File: src/rtl/id_ex_stage.sv
// id_ex_stage: ID/EX pipeline register for the 5-stage RV64 core.
// Captures the control decoder's bundle and the decode-stage operands one
// cycle later. Detects load-use hazards, raises stall and inserts bubbles.
// A taken-branch flush squashes the slot and overrides any stall.
// Optional build macro ID_EX_HAZARD_CNT_EN adds a hz_count output. It counts
// the bubbles inserted because of a load-use stall.
module id_ex_stage #(
  parameter int XLEN = 64,
  parameter int RA_W = 5
) (
  input  logic            clk,
  input  logic            rst_n,
  // decode slot
  input  logic            id_valid,
  input  logic            id_alu_src,
  input  logic            id_mem_to_reg,
  input  logic            id_reg_write,
  input  logic            id_mem_read,
  input  logic            id_mem_write,
  input  logic            id_branch,
  input  logic [1:0]      id_alu_op,
  input  logic [3:0]      id_funct,
  input  logic [XLEN-1:0] id_pc,
  input  logic [XLEN-1:0] id_rs1_data,
  input  logic [XLEN-1:0] id_rs2_data,
  input  logic [XLEN-1:0] id_imm,
  input  logic [RA_W-1:0] id_rs1,
  input  logic [RA_W-1:0] id_rs2,
  input  logic [RA_W-1:0] id_rd,
  // branch resolution from downstream
  input  logic            flush,
  // hazard handshake to IF/ID
  output logic            stall,
  // execute slot
  output logic            ex_valid,
  output logic            ex_alu_src,
  output logic            ex_mem_to_reg,
  output logic            ex_reg_write,
  output logic            ex_mem_read,
  output logic            ex_mem_write,
  output logic            ex_branch,
  output logic [1:0]      ex_alu_op,
  output logic [3:0]      ex_funct,
  output logic [XLEN-1:0] ex_pc,
  output logic [XLEN-1:0] ex_rs1_data,
  output logic [XLEN-1:0] ex_rs2_data,
  output logic [XLEN-1:0] ex_imm,
  output logic [RA_W-1:0] ex_rs1,
  output logic [RA_W-1:0] ex_rs2,
  output logic [RA_W-1:0] ex_rd
`ifdef ID_EX_HAZARD_CNT_EN
  ,
  output logic [31:0]     hz_count
`endif
);

  // Source-register usage. Every supported op (ld, sd, beq, R-type) reads
  // rs1. rs2 is read unless the second ALU operand is the immediate, and a
  // store still reads rs2 as its store data.
  logic uses_rs1;
  logic uses_rs2;
  logic rs1_match;
  logic rs2_match;
  logic ex_is_load;
  logic hz;
  logic capture;

  // Load-use hazard detection against the instruction currently in EX.
  always_comb begin
    uses_rs1   = 1'b1;
    uses_rs2   = ~id_alu_src | id_mem_write;
    rs1_match  = (ex_rd == id_rs1) & uses_rs1;
    rs2_match  = (ex_rd == id_rs2) & uses_rs2;
    // A load into x0 never produces a value, so it never stalls.
    ex_is_load = ex_valid & ex_mem_read & (ex_rd != '0);
    hz         = ex_is_load & id_valid & (rs1_match | rs2_match);
    // A flush wins over the stall so that upstream can redirect the PC.
    stall      = hz & ~flush;
    // Flush, hazard and empty/illegal slot each load a bubble.
    capture    = ~flush & ~hz & id_valid;
  end

  // Control bundle: captured on a real instruction, otherwise cleared to a
  // bubble. mem_to_reg is masked with reg_write because the decoder drives
  // x on it when nothing is written back.
  always_ff @(posedge clk or negedge rst_n) begin
    if (!rst_n) begin
      ex_valid      <= 1'b0;
      ex_alu_src    <= 1'b0;
      ex_mem_to_reg <= 1'b0;
      ex_reg_write  <= 1'b0;
      ex_mem_read   <= 1'b0;
      ex_mem_write  <= 1'b0;
      ex_branch     <= 1'b0;
      ex_alu_op     <= 2'b00;
    end else if (capture) begin
      ex_valid      <= 1'b1;
      ex_alu_src    <= id_alu_src;
      ex_mem_to_reg <= id_mem_to_reg & id_reg_write;
      ex_reg_write  <= id_reg_write;
      ex_mem_read   <= id_mem_read;
      ex_mem_write  <= id_mem_write;
      ex_branch     <= id_branch;
      ex_alu_op     <= id_alu_op;
    end else begin
      ex_valid      <= 1'b0;
      ex_alu_src    <= 1'b0;
      ex_mem_to_reg <= 1'b0;
      ex_reg_write  <= 1'b0;
      ex_mem_read   <= 1'b0;
      ex_mem_write  <= 1'b0;
      ex_branch     <= 1'b0;
      ex_alu_op     <= 2'b00;
    end
  end

  // Data and address fields load only on capture. A bubble leaves them at
  // their previous values, which is harmless because every control is 0.
  always_ff @(posedge clk or negedge rst_n) begin
    if (!rst_n) begin
      ex_funct    <= '0;
      ex_pc       <= '0;
      ex_rs1_data <= '0;
      ex_rs2_data <= '0;
      ex_imm      <= '0;
      ex_rs1      <= '0;
      ex_rs2      <= '0;
      ex_rd       <= '0;
    end else if (capture) begin
      ex_funct    <= id_funct;
      ex_pc       <= id_pc;
      ex_rs1_data <= id_rs1_data;
      ex_rs2_data <= id_rs2_data;
      ex_imm      <= id_imm;
      ex_rs1      <= id_rs1;
      ex_rs2      <= id_rs2;
      ex_rd       <= id_rd;
    end
  end

`ifdef ID_EX_HAZARD_CNT_EN
  // Count the bubbles caused by load-use stalls. The counter wraps naturally
  // at 32 bits. Flush and invalid bubbles are excluded because stall is low
  // for them.
  always_ff @(posedge clk or negedge rst_n) begin
    if (!rst_n) begin
      hz_count <= 32'd0;
    end else if (stall) begin
      hz_count <= hz_count + 32'd1;
    end
  end
`endif

endmodule
File: config.mk
export PLATFORM = sky130hd
export DESIGN_NAME = id_ex_stage
export DESIGN_NICKNAME = d
export VERILOG_FILES = /design/src/rtl/id_ex_stage.sv
export SDC_FILE = /design/constraint.sdc
export NUM_CORES = 1
export LEC_CHECK = 0
export CAP_MARGIN = 20
export CORE_AREA = 2 2 222 224
export DETAILED_ROUTE_END_ITERATION = 8
export DIE_AREA = 0 0 224 226
export PLACE_DENSITY = 0.55
export SLEW_MARGIN = 20
export SYNTH_ARGS = -nofsm -noshare
export SYNTH_HDL_FRONTEND = slang
export SYNTH_SLANG_ARGS = --single-unit
File: constraint.sdc
create_clock -name clk -period 1.9 [get_ports clk]
set_input_delay 0.19 -clock clk [delete_from_list [all_inputs] [get_ports clk]]
set_output_delay 0.19 -clock clk [all_outputs]
set_load 0.02 [all_outputs]
# After elaboration in Yosys (flattened, before gate mapping)
# Index checks and enable logic that the tools add are counted.
# word_totals
reg_bits	284
input_bits	287
out_inout_bits	285
word_cells	41
# classes
eq_ne	2
muxes	8
bitwise_logic	14
n_reduce_logical	1
# op_table
op	n
$eq A5 B5 Y1	2
$and A1 B1 Y1	9
$mux W1	7
$reduce_bool A5 Y1	1
$not A1 Y1	3
$mux W2	1
$or A1 B1 Y1	2

# Logic depth before layout (Yosys ltp)
# logic_depth
depth_word	9
depth_mapped	7
mapped_depth_nobuf	5

# Worst setup path after synthesis
# No wires, ideal clock.
# synth_path
path_type	flip-flop to flip-flop
from	register ex_rd[3]
to	register ex_pc[42]
setup_ps	125
arrival_ps	1781
required_time_ps	1775
slack_ps	-6
path_stages_with_launch	8
n_path_buf	2
period_less_slack_ps	1906
cell_sequence	dfrtp_1 -> xnor2_1 -> nand4_1 -> o32ai_2 -> a21oi_2 -> buf_6 -> buf_2 -> mux2_2
# synth_between
elab_chain_cells	7
word_cells_on_any_way	11
cone_classes	eq/ne (2); bitwise (8); reduce/logical (1)
# synth_rtl
element	line	text
from (decl)	50	output logic [RA_W-1:0] ex_rd
from (signal assigned)	137	ex_rd <= id_rd;
$eq A5 B5 Y1 or $reduce_bool A5 Y1 (tied branches)	73, 75	
$and A1 B1 Y1, on equally long branches	73, 75	
$or A1 B1 Y1 or $and A1 B1 Y1 (tied branches)	76	hz = ex_is_load & id_valid & (rs1_match | rs2_match);
$and A1 B1 Y1 (*)	76	
$not A1 Y1 (*)	80	capture = ~flush & ~hz & id_valid;
$and A1 B1 Y1 (*) (2 in a row)	80	
net capture	66	logic capture;
to (signal assigned)	131	ex_pc <= id_pc;
to (decl)	44	output logic [XLEN-1:0] ex_pc,
# The timed path passes the listed nets; every way through them passes the cells marked *.
# A chain may end at the register's enable or synchronous reset.

# Worst setup path after layout
# layout_path
from	register ex_rd[2]
to	register ex_rs1_data[24]
# layout_between
elab_chain_cells	7
word_cells_on_any_way	11
cone_classes	eq/ne (2); bitwise (8); reduce/logical (1)
# layout_rtl
element	line	text
$eq A5 B5 Y1 or $reduce_bool A5 Y1 (tied branches)	73, 75	
$and A1 B1 Y1, on equally long branches	73, 75	
$or A1 B1 Y1 or $and A1 B1 Y1 (tied branches)	76	
$and A1 B1 Y1 (*)	76	
$not A1 Y1 (*)	80	
$and A1 B1 Y1 (*) (2 in a row)	80	
to (signal assigned)	132	ex_rs1_data <= id_rs1_data;
to (decl)	45	output logic [XLEN-1:0] ex_rs1_data,
# Every way passes the cells marked *; elsewhere a longest branch is shown, timed or not.

==> results by group <==
Layout
  • Share of post-route cells with drive strength above 1: 0.311
  • Non-Filler Instances: about 1,900
  • Reg area: roughly 7100 µm²
  • Util after Layout: 0.399
  • Final nets: 1,545
  • Layout area overhead: 79.3%
  • # diodes: 0
  • Multi-input logic area: 3620 µm²
  • Commonest cells after routing, fill and taps aside: clkdlybuf4s50_1 (569), dfrtp_1 (281), mux2_2 (208)
  • Commonest non-fill, non-tap cell in the layout: clkdlybuf4s50_1
  • Fill cells: roughly 4,600

Clock tree
  • H-Tree Depth: 2
  • Max Root-Sink Buffers: 3
  • Clk pin slew, worst setup/hold paths: 0.06 ns
  • Clock root buffer master: clkbuf_16
  • Num CTS Buffers: 35
  • Clock Sinks: 284
  • CTS tree: built
  • Clock Latency Late Sink: 0.52 ns

Drt
  • DR WL/cell: 19.0 µm
  • ANT nets after route: 0
  • Initial DRC count: around 140
  • 1st-pass router iterations: 4
  • DRC viols: 0
  • Detail-routed via count per cell: 4.04
  • DRT Wirelength: 36.1 mm
  • Via count: 7,691

Synthesis
  • Adder-cell share of the synthesized area: 0
  • Sequential area share after synthesis: 0.661
  • Syn Inst Count: a little over 600
  • Post-synthesis simple-gate area fraction: 0.00919
  • Syn Nets: 908
  • Multiplexer share of the synthesized area: 0.288
  • Yosys warning count: 0
  • Post-Syn Area: 10,800 µm²
  • Post-synthesis compound-gate area fraction: 0.00279
  • Synth Area in XOR/XNOR: 0.00815
  • Mean Syn Cell Area: 17.3 µm²
  • Cell variety after synth: 18
  • Largest family of logic cells by synthesized area: multiplexers
  • Yosys reg bits: ~280

Global routing
  • First-pass GRT wire length: 52.7 mm
  • Vias in the first global route: 8,541
  • Initial antenna violation count: 0
  • Grt total ovfl: 0
  • Total track usage: 0.137
  • Largest net degree at the start of global routing: 63

STA
  • Final clock skew: 0.0153 ns
  • Final setup vio count: 279
  • Final Critical Period: 2.16 ns
  • Max_slew headroom: 0.689
  • Least-Margin Pin Slew: 0.466 ns
  • Fmax: between 400 and 500 MHz
  • Final max-slew violation count: 0
  • Endpoints failing hold: 0
  • Worst Slack Setup Final: -0.264 ns
  • RSZ-0062 raised after global routing: true
  • Final worst-path cycle share: 1.14

Flow run
  • Max_cap viols: 0

Power
  • Pwr dens: ~1000 nW/µm²
  • Leakage: between 7 and 8 nW
  • Worst vdd ir: 0.579 mV
  • Pwr Total: slightly below 20 mW

Die
  • Die width: 224 µm
  • Initial Util: 0.222
  • Core area: 48,300 µm²
  • Die Area: 50,600 µm²
  • Die height: 226 µm
  • FP Rows: 81
  • I/O pin cnt: about 570

Worst hold path
  • Min-delay worst type: in -> async

Worst setup path
  • WP data arrival: 2.56 ns
  • CP Max Fanout: 7
  • Crit path kind: reg -> reg
  • Setup crit end kind: flop
  • CP startpoint kind: flop
  • Critical path required time: 2.30 ns

Status
  • Failing checks: setup timing
  • Status: finished, violations left

Placement
  • Port buffer count: 571
  • RD Place Congestion: between 0.7 and 0.8
  • Placed cell count: 1,820
  • Hpwl dp: around 27 mm
report_power, final:
part	total (mW)	switching, mW	internal (mW)
clock network	6.63	2.53	4.10
registers	7.41	0.479	6.93
logic	5.33	2.29	3.03
layout make-up:
| cell class | instances | share of cell area |
|---|---|---|
| clock inverter | 4 | 0.00247 |
| multi-input combinational | 306 | 0.188 |
| sequential | 284 | 0.369 |
| tap | 622 | 0.0404 |
| timing repair buffer | 631 | 0.343 |
| clock buffer | 56 | 0.0574 |
synthesized netlist by cell type:
master | instances | area (µm²)
a21oi_1 | 1 | 5.00
a21oi_2 | 1 | 8.76
and2_1 | 7 | 43.8
and3_1 | 1 | 6.26
buf_2 | 3 | 15.0
buf_6 | 28 | 315
dfrtp_1 | 284 | 7110
mux2_2 | 275 | 3100
nand2_1 | 2 | 7.51
nand2b_1 | 1 | 6.26
nand3_1 | 2 | 10.0
nand4_1 | 1 | 6.26
nor2_1 | 2 | 7.51
nor2b_1 | 1 | 6.26
nor3_1 | 1 | 5.00
o32ai_2 | 1 | 16.3
xnor2_1 | 9 | 78.8
xor2_1 | 1 | 8.76
kinds of logic after synthesis:
| logic type | after synthesis |
|---|---|
| flip-flops | 284 |
| multiplexers | 275 |
| buffers and inverters | 31 |
| AND/OR/NAND/NOR | 18 |
| XOR/XNOR | 10 |
| AO/OA/AOI/OAI | 3 |
per-layer routing:
| layer | GRT usage | part of all wire | wire (µm) | vias to the layer above |
|---|---|---|---|---|
| li1 | - | - | - | 3458 |
| met1 | 0.146 | 0.37 | 13300 | 3801 |
| met2 | 0.241 | 0.50 | 18100 | 378 |
| met3 | 0.0641 | 0.11 | 3920 | 54 |
| met4 | 0.0378 | 0.023 | 820 | 0 |
| met5 | 0 | 0 | 0 | - |
through the flow:
step | instance area, µm² | setup TNS (ns) | setup slack (ns) | hold WS (ns)
floorplan | 10800 | 0 | 0.0103 | -0.106
global route | 19300 | -81.44 | -0.349 | 0.199
global placement | 17300 | -124.94 | -0.646 | 0.142
CTS | 19000 | -64.80 | -0.310 | 0.170
finish | 19300 | -55.51 | -0.264 | 0.192
detailed placement | 17300 | -128.03 | -0.620 | 0.145
timing repair:
item / in CTS / in global routing
setup endpoints to repair: 278 / 287
resized for setup: 46 / 68
hold buffers: 1 / 0
setup buffers: 15 / 2
pin swaps: 2 / 6
hold endpoints to repair: 88 / 0
cloned: 5 / 6
worst paths after layout:
kind,startpoint,endpoint,slack [ns],cells after the start
worst max-delay path,ex_rd[2]$_DFFE_PN0P_,ex_rs1_data[24]$_DFFE_PN0P_,-0.26,10
worst min-delay path,rst_n,ex_imm[30]$_DFFE_PN0P_,0.19,2
worst max register to register,ex_rd[2]$_DFFE_PN0P_,ex_rs1_data[24]$_DFFE_PN0P_,-0.26,10
worst min register to register,ex_rs2_data[9]$_DFFE_PN0P_,ex_rs2_data[9]$_DFFE_PN0P_,0.50,1
max in group asynchronous,rst_n,ex_rs1_data[40]$_DFFE_PN0P_,0.97,3
min in group clk,id_mem_read,ex_mem_read$_DFF_PN0_,0.23,2
worst max-delay path, cell delays in order (launching register included):
cell     delay [ns]
dfrtp_2        0.42
buf_6          0.13
xnor2_1        0.12
nand3_1        0.12
o32ai_4        0.10
buf_6          0.13
a21oi_4        0.20
buf_12         0.18
buf_12         0.16
buf_6          0.14
mux2_2         0.33
(Power assumes the default switching activity.)
